### src/rtl/status_uart_tx.sv
// Status uplink: sends a 7-byte 8N1 frame (A5, S, target[31:0], CHK) whenever the driver status/target changes.
// Optional STATUS_TX_HEARTBEAT_EN adds a periodic frame even when nothing changes.
module status_uart_tx #(
   parameter int CLK_HZ        = 100_000_000,
   parameter int BAUD          = 115_200,
   parameter int HEARTBEAT_CYC = 100_000_000
) (
   input  logic        CLK,
   input  logic        CPU_RESETN,
   input  logic        status_paused,
   input  logic        status_running,
   input  logic        status_warming,
   input  logic        status_found,
   input  logic        status_done,
   input  logic [31:0] target,
   output logic        UART_TXD,
   output logic        tx_busy,
   output logic [15:0] frame_cnt
);

   localparam int CLKS_PER_BIT = CLK_HZ / BAUD;
   localparam int CNT_W        = $clog2(CLKS_PER_BIT);
   localparam logic [CNT_W-1:0] BIT_LAST = CNT_W'(CLKS_PER_BIT - 1);
   localparam logic [CNT_W-1:0] CNT_ONE  = CNT_W'(1);
   localparam logic [CNT_W-1:0] CNT_ZERO = CNT_W'(0);

   localparam logic [1:0] ST_IDLE  = 2'd0;
   localparam logic [1:0] ST_START = 2'd1;
   localparam logic [1:0] ST_DATA  = 2'd2;
   localparam logic [1:0] ST_STOP  = 2'd3;
   localparam logic [2:0] LAST_BYTE = 3'd6;

   if (CLKS_PER_BIT < 4 || HEARTBEAT_CYC < 2) begin : g_bad_cfg
      $error("status_uart_tx: CLKS_PER_BIT must be >= 4 and HEARTBEAT_CYC >= 2");
   end

   function automatic logic [7:0] calc_chk(input logic [7:0] s, input logic [31:0] t);
      calc_chk = s ^ t[31:24] ^ t[23:16] ^ t[15:8] ^ t[7:0];
   endfunction

   function automatic logic [7:0] frame_byte(input logic [2:0] idx, input logic [7:0] s,
                                             input logic [31:0] t, input logic [7:0] chk);
      case (idx)
         3'd0:    frame_byte = 8'hA5;
         3'd1:    frame_byte = s;
         3'd2:    frame_byte = t[31:24];
         3'd3:    frame_byte = t[23:16];
         3'd4:    frame_byte = t[15:8];
         3'd5:    frame_byte = t[7:0];
         3'd6:    frame_byte = chk;
         default: frame_byte = 8'hFF;
      endcase
   endfunction

   logic [7:0]       snap_s;
   logic [36:0]      live_s;
   logic             change_s;
   logic             start_s;
   logic             hb_tick_s;
   logic             bit_end_s;
   logic [7:0]       cur_byte_s;

   logic [36:0]      last_r;
   logic             pending_r;
   logic [1:0]       state_r;
   logic [CNT_W-1:0] bit_cnt_r;
   logic [2:0]       bit_idx_r;
   logic [2:0]       byte_idx_r;
   logic [7:0]       s_buf_r;
   logic [31:0]      t_buf_r;
   logic [7:0]       chk_r;
   logic             txd_r;
   logic             busy_r;
   logic [15:0]      frame_cnt_r;

   assign snap_s     = {3'b000, status_paused, status_running, status_warming, status_found, status_done};
   assign live_s     = {snap_s[4:0], target};
   assign change_s   = (live_s != last_r);
   assign start_s    = (state_r == ST_IDLE) && (pending_r || hb_tick_s);
   assign bit_end_s  = (bit_cnt_r == BIT_LAST);
   assign cur_byte_s = frame_byte(byte_idx_r, s_buf_r, t_buf_r, chk_r);

`ifdef STATUS_TX_HEARTBEAT_EN
   localparam int HB_W = $clog2(HEARTBEAT_CYC);
   localparam logic [HB_W-1:0] HB_LAST = HB_W'(HEARTBEAT_CYC - 1);
   localparam logic [HB_W-1:0] HB_ONE  = HB_W'(1);
   logic [HB_W-1:0] hb_cnt_r;

   assign hb_tick_s = (hb_cnt_r == HB_LAST);

   // Heartbeat period counter, re-phased to every frame start
   always_ff @(posedge CLK or negedge CPU_RESETN) begin
      if (!CPU_RESETN) begin
         hb_cnt_r <= '0;
      end else if (start_s || hb_tick_s) begin
         hb_cnt_r <= '0;
      end else begin
         hb_cnt_r <= hb_cnt_r + HB_ONE;
      end
   end
`else
   assign hb_tick_s = 1'b0;
`endif

   // Change detection copy and the coalescing pending flag
   always_ff @(posedge CLK or negedge CPU_RESETN) begin
      if (!CPU_RESETN) begin
         last_r    <= 37'd0;
         pending_r <= 1'b1;
      end else begin
         last_r <= live_s;
         // The frame latches the live value, so a same-cycle change is already covered.
         if (start_s) begin
            pending_r <= 1'b0;
         end else if (change_s || hb_tick_s) begin
            pending_r <= 1'b1;
         end
      end
   end

   // Serialiser FSM: start bit, 8 data bits LSB first, stop bit, 7 bytes back-to-back
   always_ff @(posedge CLK or negedge CPU_RESETN) begin
      if (!CPU_RESETN) begin
         state_r     <= ST_IDLE;
         bit_cnt_r   <= CNT_ZERO;
         bit_idx_r   <= 3'd0;
         byte_idx_r  <= 3'd0;
         s_buf_r     <= 8'd0;
         t_buf_r     <= 32'd0;
         chk_r       <= 8'd0;
         txd_r       <= 1'b1;
         busy_r      <= 1'b0;
         frame_cnt_r <= 16'd0;
      end else begin
         case (state_r)
            ST_IDLE: begin
               txd_r <= 1'b1;
               if (start_s) begin
                  state_r    <= ST_START;
                  bit_cnt_r  <= CNT_ZERO;
                  byte_idx_r <= 3'd0;
                  s_buf_r    <= snap_s;
                  t_buf_r    <= target;
                  chk_r      <= calc_chk(snap_s, target);
                  txd_r      <= 1'b0;
                  busy_r     <= 1'b1;
               end
            end
            ST_START: begin
               if (bit_end_s) begin
                  state_r   <= ST_DATA;
                  bit_cnt_r <= CNT_ZERO;
                  bit_idx_r <= 3'd0;
                  txd_r     <= cur_byte_s[0];
               end else begin
                  bit_cnt_r <= bit_cnt_r + CNT_ONE;
               end
            end
            ST_DATA: begin
               if (bit_end_s) begin
                  bit_cnt_r <= CNT_ZERO;
                  if (bit_idx_r == 3'd7) begin
                     state_r <= ST_STOP;
                     txd_r   <= 1'b1;
                  end else begin
                     bit_idx_r <= bit_idx_r + 3'd1;
                     txd_r     <= cur_byte_s[bit_idx_r + 3'd1];
                  end
               end else begin
                  bit_cnt_r <= bit_cnt_r + CNT_ONE;
               end
            end
            ST_STOP: begin
               if (bit_end_s) begin
                  bit_cnt_r <= CNT_ZERO;
                  if (byte_idx_r == LAST_BYTE) begin
                     state_r     <= ST_IDLE;
                     busy_r      <= 1'b0;
                     frame_cnt_r <= frame_cnt_r + 16'd1;
                  end else begin
                     state_r    <= ST_START;
                     byte_idx_r <= byte_idx_r + 3'd1;
                     txd_r      <= 1'b0;
                  end
               end else begin
                  bit_cnt_r <= bit_cnt_r + CNT_ONE;
               end
            end
            default: begin
               state_r <= ST_IDLE;
               txd_r   <= 1'b1;
               busy_r  <= 1'b0;
            end
         endcase
      end
   end

   assign UART_TXD  = txd_r;
   assign tx_busy   = busy_r;
   assign frame_cnt = frame_cnt_r;

endmodule

### config.mk
export PLATFORM = sky130hd
export DESIGN_NAME = status_uart_tx
export DESIGN_NICKNAME = d
export VERILOG_FILES = /design/src/rtl/status_uart_tx.sv
export SDC_FILE = /design/constraint.sdc
export NUM_CORES = 1
export LEC_CHECK = 0
export CORE_MARGIN = 8
export CORE_UTILIZATION = 42
export DETAILED_ROUTE_END_ITERATION = 6
export GPL_ROUTABILITY_DRIVEN = 0
export PLACE_DENSITY = 0.6
export SYNTH_ARGS = -nofsm -noshare
export SYNTH_HDL_FRONTEND = slang
export SYNTH_SLANG_ARGS = --single-unit
### constraint.sdc
create_clock -name CLK -period 2.6 [get_ports CLK]
set_clock_uncertainty 0.15 [all_clocks]
set_input_delay 0.65 -clock CLK [delete_from_list [all_inputs] [get_ports CLK]]
set_output_delay 0.65 -clock CLK [all_outputs]
set_load 0.01 [all_outputs]
Word level (Yosys, flattened, before mapping)
Cells that the tools add are included.
Storage, ports and cells
  input bits: 39
  register bits after elaboration: 119
  word-level logic and storage cells: 89
  output and inout bits: 18
Operators by class
  magnitude comparators: 1
  muxes and demuxes: 34
  eq/ne operators: 20
  add/sub/neg operators: 4
  reductions and logical operators: 14
  bitwise logic cells: 4
Operators with widths (number)
  $pmux W8 S7: 1
  $ne A37 B37 Y1: 1
  $xor A8 B8 Y8: 3
  $mux W10: 2
  $pmux W10 S2: 1
  $mux W3: 6
  $add A16 B1 Y16 const B: 1
  $ne A2 B2 Y1 const B: 8
  $reduce_and A4 Y1: 4
  $mux W1: 13
  $eq A3 B3 Y1 const B: 4
  $pmux W3 S2: 2
  $add A10 B1 Y10 const B: 1
  $eq A10 B10 Y1 const B: 1
  $mux W2: 5
  $pmux W2 S4: 1
  $xor A5 B8 Y8: 1
  $add A3 B1 Y3 const B: 2
  $eq A3 B2 Y1 const B: 2
  $reduce_bool A2 Y1: 3
  $reduce_and A5 Y1: 1
  $eq A2 B2 Y1 const B: 2
  $lt A3 B4 Y1 const B: 1
  $pmux W1 S4: 1
  other kinds (10): 10

Logic depth before layout (Yosys ltp)
  word-level depth: 7
  depth in mapped cells: 10
  depth with buffers taken out: 8

Worst setup path before layout
OpenSTA, ideal clock, no wires.
  path type: reg2reg
  start: register byte_idx_r[0]
  end: register frame_cnt_r[12], in the netlist frame_cnt[12]
  data arrival time: 1.813 ns
  library setup time: 0.126 ns
  slack: 0.511 ns
  period minus slack after synthesis: 2.089 ns
  data required time: 2.324 ns
  cell stages (with the launch flop): 9
  path buffers: 1
  path through: dfrtp_1 > inv_1 > ha_1 > clkbuf_1 > nand3_1 > or4_4 > nor2_1 > nand2_1 > xnor2_1
Between the ends
  longest elaborated chain between the ends: 2
Ends and longest elaborated chain
  start: declaration: line 68  | logic [2:0] byte_idx_r;
  start signal: assignment: line 182  | byte_idx_r <= byte_idx_r + 3'd1;
  $eq A3 B3 Y1: line 176  | if (byte_idx_r == LAST_BYTE) begin
  $reduce_and A3 Y1 (no source line)
  end signal: assignment: line 179  | frame_cnt_r <= frame_cnt_r + 16'd1;
  end: declaration: line 74  | logic [15:0] frame_cnt_r;
Every way passes these cells.
A chain may end at the register's enable or synchronous reset.

Final worst setup path
  start: register txd_r, in the netlist UART_TXD
  end: output port UART_TXD
RTL lines
  start: declaration: line 72  | logic txd_r;
  start signal: assignment: line 154  | txd_r <= cur_byte_s[0];
  start signal: assignment: line 167  | txd_r <= cur_byte_s[bit_idx_r + 3'd1];
  end: declaration: line 16  | output logic UART_TXD,
No word-level cell between the ends.

==> metrics.yaml <==
status: "complete, no violations"
core_area_um2: 13090
ys_ff_latch: 119
hold_end: "chk_r[1]$_DFFE_PN0P_"
cpLargestDelayFamily: "flip-flops"
tns_ns: 0
synth_edf_count: 0
ctsResizeCount: 0
min_from: "chk_r[1]$_DFFE_PN0P_"
drv_slew: 0
r2r-start: "byte_idx_r[1]$_DFFE_PN0P_"
p_leak_nw: 2.946
clockRootBuffer: "clkbuf_16"
nNetsFinal: 593
crit_cells: 1
synth_nets: 521
period_needed_ns: 2.304
syn_avg_cell_area_um2: 11.89
grt-busiest-layer: "met2"
dr.pass1.iters: 4
worstMarginPinSlew_ns: 0.5408
post-cts-setup-buffers: 0
synthTopCellsByCount: "dfrtp_1 (117), xnor2_1 (74), mux2_2 (45)"
cts_tree: "done"
hold_viol: 0
period_share_pct: 88.62
hold_depth: 2
path_clk_slew_ns: 0.06
grt_pass1_vias: 3919
cp_slowest_cell: "dfstp_2"
die_w_um: 131.1
clock.fmax_mhz: 434.0
worstPathMaxFanout: 2
gr-usage-met3_pct: 5.640
syn-cell-area_um2: 5567
die_y_um: 131.1
ff_latch_area_um2: 2980
drt-initial-drc-count: 234
synth_top_area_cell: "dfrtp_1"
rr_worst_depth: 8
floorplan.die_area_um2: 17190
multi_input_area_um2: 2465
layout-drive-gt1-share_pct: 17.39
irDropWorstVdd_mv: 0.4705
dpl.hpwl_um: 8941
yosysSeqAreaShare_pct: 53.54
ioPinCount: 57
synth.distinct_cells: 48
vias_per_cell: 5.166
syn_inst: 468
yosys_warnings: 0
maxCapViolCount: 0
io_buffers: 56
setup_viol: 0
timing.critical_path.buf_inv: 1
synth.top_cell.area_share_pct: 52.60
grt_start_max_net_pins: 54
power_per_cell_area_nw_per_um2: 756.0
netlist_top_cells_area: "dfrtp_1 (53%), xnor2_1 (12%), mux2_2 (9.1%), ha_1 (3.1%), xor2_1 (2.4%)"
use_met2_pct: 23.91
rrSetupSlack_ns: 0.34
cts-hold-fix-buffers: 1
antenna_found_initial: 0
cts.sinks: 119
drc: 0
drtAntennaViolNets: 0
crit_required_ns: 1.80
track_usage_pct: 15.03
routed_wl_um: 12300
cp-start-kind: "flop"
ctsHtreeMaxLevel: 4
r2r_end: "UART_TXD$_DFFE_PN1P_"
clockBufferDepth: 2
cts_made_buffers: 17
clk_latency_ns: 0.41
grt-ovfl-total: 0
hp-class: "reg -> reg"
start_util_pct: 42.54
yosysMostFrequentCell: "dfrtp_1"
grt_pass1_wl_um: 20400
cp-end-kind: "output port"
rows: 42
path_class: "reg -> out"
relSlewSlack_pct: 63.82
synth_ff_type: "dfrtp_1"
num_antenna_cells: 0
async_reset_ff_share_pct: 100.0
post_drt_wl_per_cell_um: 16.89
fill_cells: 1159
area_growth_pct: 25.49
cp.arrival_ns: 1.50
use_met1_pct: 17.98
worstPathCellList: "clkdlybuf4s50_1"
slowest_delay_ns: 0.55
via_count: 3761
fin_hold_ws_ns: 0.3263
rsz0062_at_grt: "no"
[sequential cells by signal, indices dropped and copies added, names as in the netlist]
signal and cells:
bit_idx_r 3, s_buf_r 5, pending_r 1, frame_cnt 16, UART_TXD 1, last_r 37, tx_busy 1, byte_idx_r 3
t_buf_r 32, chk_r 8, state_r 2, bit_cnt_r 10
[area by class of cell]
class,count,area share [%]
flip-flops and latches,119,42.67
multi-input cells,321,35.29
repair buffers,68,9.851
clock buffers,20,6.538
well taps,176,3.152
clock inverters,11,1.809
inverters,13,0.6985
[worst max-delay path by stage]
stage / from / to / slack (ns)
3_5_place_dp: target[18] / pending_r$_DFFE_PN1P_ / 0.17
3_3_place_gp: target[18] / pending_r$_DFFE_PN1P_ / 0.13
5_1_grt: byte_idx_r[1]$_DFFE_PN0P_ / UART_TXD$_DFFE_PN1P_ / 0.16
6_report: UART_TXD$_DFFE_PN1P_ / UART_TXD / 0.30
4_1_cts: UART_TXD$_DFFE_PN1P_ / UART_TXD / 0.27
2_1_floorplan: byte_idx_r[0]$_DFFE_PN0P_ / frame_cnt[12]$_DFFE_PN0P_ / 0.51
[per-stage QoR]
step	power, mW	setup slack (ns)	instances	utilization [%]	cell area (µm²)
3_3_place_gp	3.018	0.1348	696	48.85	6392
3_5_place_dp	3.039	0.1745	696	48.85	6392
4_1_cts	5.363	0.2731	728	53.39	6985
5_1_grt	5.524	0.1554	728	53.39	6985
2_1_floorplan	2.739	0.5109	468	-	5567
6_report	5.281	0.2960	728	53.39	6985
[worst min-delay path, stage by stage (launching register included)]
cell	delay [ns]
dfrtp_1	0.33
nand2_1	0.05
o21ai_0	0.06
[metal layers]
layer | up-vias | share of wire (%)
met4 | 0 | 2.1
met3 | 15 | 4.5
met2 | 68 | 49
met5 | - | 0
li1 | 1790 | -
met1 | 1888 | 45
[power by group]
group          internal, mW  switching, mW
logic                 0.362          0.255
registers              2.17          0.209
clock network          1.45          0.831
total                  3.99           1.29
[placed cells by master (no fill, tap or decap), drive strengths merged, types with 13 or more instances in the layout]
cell and n:
inv 13, clkdlybuf4s50 55, dfrtp 117, nand3 15, mux2 45, ha 14, clkbuf 20, nand4 15
nand2 34, xnor2 74, o21ai 17, xor2 15, nor2 28
[cells by family (layout without fill, tap and decap cells)]
family | after synthesis | count (layout) | share of synthesized area, %
fa+ha+maj | 14 | 14 | 3.147
mux | 46 | 46 | 9.283
compound gates | 61 | 61 | 7.665
buf+inv | 28 | 112 | 2.225
flops | 119 | 119 | 53.54
xor+xnor | 89 | 89 | 14.00
simple gates | 111 | 111 | 10.14
No activity file was read; power rests on OpenSTA's default activity.
